--- src/rtl/axil_master_bridge.sv ---
`default_nettype none
// ============================================================================
// Module   : axil_master_bridge
// Purpose  : Turns the CPU's single-outstanding valid/ready load/store port
//            into AXI4-Lite master transactions. Only one transaction is in
//            flight at a time. Each request returns exactly one response:
//            read data or a write acknowledge, plus an error flag taken
//            from RRESP/BRESP bit 1 (SLVERR/DECERR).
// Ports    : aclk, aresetn        clock, asynchronous active-low reset
//            req_*                CPU request (valid/ready, we, addr, wdata,
//                                 wstrb)
//            rsp_*                CPU response (valid/ready, rdata, err)
//            M_AXI_aw*/w*/b*      AXI4-Lite write address/data/response
//            M_AXI_ar*/r*         AXI4-Lite read address/data
// Revision : 1.0  initial release
// ============================================================================
module axil_master_bridge #(
  parameter int AXI_ADDR_WIDTH = 16,
  parameter int AXI_DATA_WIDTH = 32
) (
  input  logic                        aclk,
  input  logic                        aresetn,
  // CPU request port
  input  logic                        req_valid,
  output logic                        req_ready,
  input  logic                        req_we,
  input  logic [AXI_ADDR_WIDTH-1:0]   req_addr,
  input  logic [AXI_DATA_WIDTH-1:0]   req_wdata,
  input  logic [AXI_DATA_WIDTH/8-1:0] req_wstrb,
  // CPU response port
  output logic                        rsp_valid,
  input  logic                        rsp_ready,
  output logic [AXI_DATA_WIDTH-1:0]   rsp_rdata,
  output logic                        rsp_err,
  // AXI4-Lite write address channel
  output logic [AXI_ADDR_WIDTH-1:0]   M_AXI_awaddr,
  output logic [2:0]                  M_AXI_awprot,
  output logic                        M_AXI_awvalid,
  input  logic                        M_AXI_awready,
  // AXI4-Lite write data channel
  output logic [AXI_DATA_WIDTH-1:0]   M_AXI_wdata,
  output logic [AXI_DATA_WIDTH/8-1:0] M_AXI_wstrb,
  output logic                        M_AXI_wvalid,
  input  logic                        M_AXI_wready,
  // AXI4-Lite write response channel
  input  logic [1:0]                  M_AXI_bresp,
  input  logic                        M_AXI_bvalid,
  output logic                        M_AXI_bready,
  // AXI4-Lite read address channel
  output logic [AXI_ADDR_WIDTH-1:0]   M_AXI_araddr,
  output logic [2:0]                  M_AXI_arprot,
  output logic                        M_AXI_arvalid,
  input  logic                        M_AXI_arready,
  // AXI4-Lite read data channel
  input  logic [AXI_DATA_WIDTH-1:0]   M_AXI_rdata,
  input  logic [1:0]                  M_AXI_rresp,
  input  logic                        M_AXI_rvalid,
  output logic                        M_AXI_rready
);

  typedef enum logic [2:0] {
    S_IDLE  = 3'd0,
    S_WR    = 3'd1,
    S_WRESP = 3'd2,
    S_RADDR = 3'd3,
    S_RDATA = 3'd4,
    S_RESP  = 3'd5
  } state_t;

  state_t                      r_state;
  logic [AXI_ADDR_WIDTH-1:0]   r_addr;
  logic [AXI_DATA_WIDTH-1:0]   r_wdata;
  logic [AXI_DATA_WIDTH/8-1:0] r_wstrb;

  // A write channel counts as done once its valid has already dropped or
  // its handshake completes this cycle; this covers AW-first, W-first and
  // same-cycle acceptance with one expression.
  logic w_aw_done;
  logic w_w_done;
  assign w_aw_done = !M_AXI_awvalid || M_AXI_awready;
  assign w_w_done  = !M_AXI_wvalid  || M_AXI_wready;

  // Only bit 1 of the response (SLVERR/DECERR) is meaningful to the CPU.
  logic w_unused_resp;
  assign w_unused_resp = M_AXI_bresp[0] ^ M_AXI_rresp[0];

  // The latched request drives the AXI address/data directly, so they stay
  // stable for as long as the corresponding valid is high.
  assign M_AXI_awaddr = r_addr;
  assign M_AXI_araddr = r_addr;
  assign M_AXI_wdata  = r_wdata;
  assign M_AXI_wstrb  = r_wstrb;
  assign M_AXI_awprot = 3'b000;
  assign M_AXI_arprot = 3'b000;

  always_ff @(posedge aclk or negedge aresetn) begin
    if (!aresetn) begin
      r_state       <= S_IDLE;
      r_addr        <= '0;
      r_wdata       <= '0;
      r_wstrb       <= '0;
      req_ready     <= 1'b1;
      rsp_valid     <= 1'b0;
      rsp_rdata     <= '0;
      rsp_err       <= 1'b0;
      M_AXI_awvalid <= 1'b0;
      M_AXI_wvalid  <= 1'b0;
      M_AXI_bready  <= 1'b0;
      M_AXI_arvalid <= 1'b0;
      M_AXI_rready  <= 1'b0;
    end else begin
      case (r_state)
        S_IDLE: begin
          if (req_valid && req_ready) begin
            r_addr    <= req_addr;
            r_wdata   <= req_wdata;
            r_wstrb   <= req_wstrb;
            req_ready <= 1'b0;
            if (req_we) begin
              M_AXI_awvalid <= 1'b1;
              M_AXI_wvalid  <= 1'b1;
              r_state       <= S_WR;
            end else begin
              M_AXI_arvalid <= 1'b1;
              r_state       <= S_RADDR;
            end
          end
        end

        S_WR: begin
          // Each valid drops independently after its own handshake.
          if (M_AXI_awvalid && M_AXI_awready) M_AXI_awvalid <= 1'b0;
          if (M_AXI_wvalid && M_AXI_wready)   M_AXI_wvalid  <= 1'b0;
          if (w_aw_done && w_w_done) begin
            M_AXI_bready <= 1'b1;
            r_state      <= S_WRESP;
          end
        end

        S_WRESP: begin
          if (M_AXI_bvalid) begin
            M_AXI_bready <= 1'b0;
            rsp_rdata    <= '0;
            rsp_err      <= M_AXI_bresp[1];
            rsp_valid    <= 1'b1;
            r_state      <= S_RESP;
          end
        end

        S_RADDR: begin
          if (M_AXI_arready) begin
            M_AXI_arvalid <= 1'b0;
            M_AXI_rready  <= 1'b1;
            r_state       <= S_RDATA;
          end
        end

        S_RDATA: begin
          if (M_AXI_rvalid) begin
            M_AXI_rready <= 1'b0;
            rsp_rdata    <= M_AXI_rdata;
            rsp_err      <= M_AXI_rresp[1];
            rsp_valid    <= 1'b1;
            r_state      <= S_RESP;
          end
        end

        S_RESP: begin
          // req_ready returns only after the response is taken, so the two
          // are never high together.
          if (rsp_ready) begin
            rsp_valid <= 1'b0;
            req_ready <= 1'b1;
            r_state   <= S_IDLE;
          end
        end

        default: begin
          r_state       <= S_IDLE;
          req_ready     <= 1'b1;
          rsp_valid     <= 1'b0;
          M_AXI_awvalid <= 1'b0;
          M_AXI_wvalid  <= 1'b0;
          M_AXI_bready  <= 1'b0;
          M_AXI_arvalid <= 1'b0;
          M_AXI_rready  <= 1'b0;
        end
      endcase
    end
  end

endmodule
`default_nettype wire

--- config.mk ---
export PLATFORM = sky130hd
export DESIGN_NAME = axil_master_bridge
export DESIGN_NICKNAME = d
export VERILOG_FILES = /design/src/rtl/axil_master_bridge.sv
export SDC_FILE = /design/constraint.sdc
export NUM_CORES = 1
export LEC_CHECK = 0
export BUFFER_PORTS_ARGS = -buffer_cell sky130_fd_sc_hd__buf_4
export CAP_MARGIN = 20
export CORE_MARGIN = 1.5
export CORE_UTILIZATION = 30
export DETAILED_ROUTE_END_ITERATION = 8
export SETUP_SLACK_MARGIN = 0.2
export SYNTH_ARGS = -nofsm -noshare
export SYNTH_HDL_FRONTEND = slang
export SYNTH_SLANG_ARGS = --single-unit
export TNS_END_PERCENT = 5
--- constraint.sdc ---
create_clock -name aclk -period 2.3 [get_ports aclk]
set_clock_uncertainty 0.2 [all_clocks]
set_input_delay 0.115 -clock aclk [delete_from_list [all_inputs] [get_ports aclk]]
set_output_delay 0.115 -clock aclk [all_outputs]
set_load 0.03 [all_outputs]
==> impl_metrics.yaml <==
cts:
  cts_hold_buf: 93
  clock_latency_ns: 0.33
  clockBufferDepth: 2
  cts_sinks: 95
  clock_tree.root_cell: "clkbuf_16"
  clkTransAtPathRegs_ns: 0.07
  cts_inserted_buffers: 9
  cts_setup_buffers: 0
  cts_resized: 0
  tritoncts: "built"
  h-tree-depth: 3
routing:
  wl_met2_mm: 5.25
  dr_wl_met3_um: 834
  num_vias: 3253
  routed_via_density: 4.43
  top_layer: "met4"
  first_pass_iters: 4
  wl_per_cell_um: 14.3
  routed_wl_mm: 10.5
  wl_met1_mm: 4.34
  drc_errors: 0
  dr.first_iter.drc_count: 121
  final_antenna_net_count: 0
final_layout:
  stdcell_count: 735
  final_nets: 656
  fillers: 1066
  area_growth_pct: 73.2
  n_antenna_cell: 0
  drive_gt1_frac: 0.488
global_route:
  grt_usage: 0.152
  grt_start_max_net_pins: 54
  grt-ovfl-total: 0
  grt_pass1_wl_mm: 16.0
  grt_pass1_vias: 3204
  antenna_found_initial: 0
timing:
  period_needed_ns: 1.98
  holdWs_ns: 0.0163
  tns_ns: 0
  worst_pin_slew_ns: 0.609
  maxSlewHeadroom: 0.594
  slew_violations: 0
  finalSetupViolations: 0
  hold_violations: 0
  fmax_mhz: 506
  timing.final.crit_share: 0.859
  rsz0062_at_grt: "false"
logic_synthesis:
  ys_ff_latch: 95
  yosysSeqAreaShare: 0.614
  yosys_warnings: 0
  ys_types: 34
  synth_edf_count: 0
  syn_area_um2: 3880
  postSynthAreaPerCell_um2: 13.8
  yosys_most_used_dff: "dfrtp_1"
  synthCells: 280
  async_flop_share: 1.00
worst_setup_path:
  rrSetupSlack_ns: 0.32
  crit_chain: "nor4_4 -> buf_12 -> mux2_2"
  startpoint_type: "flip-flop"
  crit_path_top_delay_cell: "dfrtp_1"
  cp_top_family: "flip-flops"
  crit_fanout: 53
  crit_path_end_kind: "flip-flop"
  crit_required_ns: 2.32
  cp_num_buf_inv: 1
  slowest_delay_ns: 0.59
  crit_type: "flip-flop to flip-flop"
  cp_data_arrival_time_ns: 1.99
power_and_ir_drop:
  leakagePower_uw: 0.00326
  p_sw_frac: 0.419
  seqPwrFrac: 0.311
  p_switching_uw: 4140
  p_int_uw: 5740
  power_density_nw_per_um2: 1470
  combPwrFrac: 0.516
  p_clk_frac: 0.172
  ir_drop_mv: 0.688
hold_path:
  hp-class: "input pin to flip-flop"
place:
  gp_congestion: 0.753
  placed_cells: 626
  portBuffers: 203
  dp_hpwl_mm: 6.65
floorplan:
  start_util: 0.307
  fp.dieW_um: 117
  chipHeight_um: 117
  io_pins: 212
  dieArea_um2: 13600
  rows: 41
  fp.coreArea_um2: 12600
run_status:
  status: "finished clean"
job:
  maxCapViolCount: 0
-- tightest hold or removal path, cell delays in order --
cell and delay (ns):
buf_4 0.08, nand3b_1 0.09, o21ai_0 0.09, o22a_1 0.14
-- power groups by stage --
stage	Sequential, µW	Combinational (µW)	Clock (µW)
after floorplan	4550	1720	0
after global placement	3070	4940	0
after detailed placement	3080	5000	0
after CTS	3070	5120	1760
after global routing	3190	5400	1840
final	3080	5100	1700
-- path summary, 6_finish.rpt --
kind / from / end / depth (start not counted)
max in group asynchronous: aresetn / M_AXI_wdata[7] / 3
min: M_AXI_bvalid / r_state[0] / 4
max reg2reg: r_state[2] / M_AXI_wdata[6] / 3
min in group asynchronous: aresetn / M_AXI_wdata[11] / 2
min reg2reg: rsp_err / rsp_err / 2
max: r_state[2] / M_AXI_wdata[6] / 3
-- layout by cell type (no fill, tap or decap), types with 4 or more instances in the layout --
cell / n
buf_4: 207
dfrtp_1: 94
dlygate4sd3_1: 93
mux2_2: 48
a22o_1: 32
nand2_1: 10
clkbuf_16: 9
a21oi_1: 8
o21ai_0: 7
conb_1: 6
inv_1: 5
mux2_1: 4
-- synth_stat cells (3+ instances only) --
library cell / instances / area, µm²
a21oi_1: 8 / 40.0
mux2_2: 48 / 541
buf_6: 5 / 56.3
clkbuf_1: 9 / 33.8
buf_2: 4 / 20.0
inv_1: 5 / 18.8
dfrtp_1: 94 / 2350
mux2_1: 4 / 45.0
buf_4: 22 / 165
o22ai_1: 3 / 18.8
nand2_1: 10 / 37.5
o21ai_0: 7 / 35.0
nor3_1: 3 / 15.0
a22o_1: 32 / 280
-- layer usage --
layer / up-vias / track usage
met3: 11 / 0.0462
met1: 1572 / 0.185
met4: 0 / 0.0466
li1: 1534 / -
met5: - / 0
met2: 136 / 0.262
-- flip-flops by register name, indices dropped and copies added (netlist names) --
signal and flops:
M_AXI_araddr 16, M_AXI_arvalid 1, M_AXI_awvalid 1, M_AXI_bready 1, M_AXI_rready 1, M_AXI_wdata 32, M_AXI_wstrb 4, M_AXI_wvalid 1
r_state 3, req_ready 1, rsp_err 1, rsp_rdata 32, rsp_valid 1
-- cell families (layout without fill, tap and decap cells) --
group / count (synthesis) / after routing / synth area share
muxes: 53 / 53 / 0.154
AOI/OAI and AO/OA: 62 / 62 / 0.121
other: 1 / 6 / 0.000967
buffers and inverters: 45 / 323 / 0.0759
DFF: 95 / 95 / 0.614
and+or+nand+nor: 24 / 24 / 0.0345
-- layout make-up --
cell class	instances	area [µm²]	area share
timing repair buffer	302	2520	0.376
tap	172	215	0.0321
sequential	95	2380	0.354
clock inverter	5	105	0.0157
inverter	5	18.8	0.00280
multi-input combinational	145	1230	0.183
clock buffer	11	243	0.0362
-- stage by stage --
stage | power, µW | area, µm² | utilization | setup WS (ns)
3_5_place_dp | 8080 | 5430 | 0.431 | 0.337
2_1_floorplan | 6270 | 3890 | - | 0.244
3_3_place_gp | 8010 | 5430 | 0.431 | 0.348
6_report | 9880 | 6710 | 0.532 | 0.325
5_1_grt | 10400 | 6710 | 0.532 | 0.223
4_1_cts | 9950 | 6710 | 0.532 | 0.320
Power figures use the tool's default switching activity.
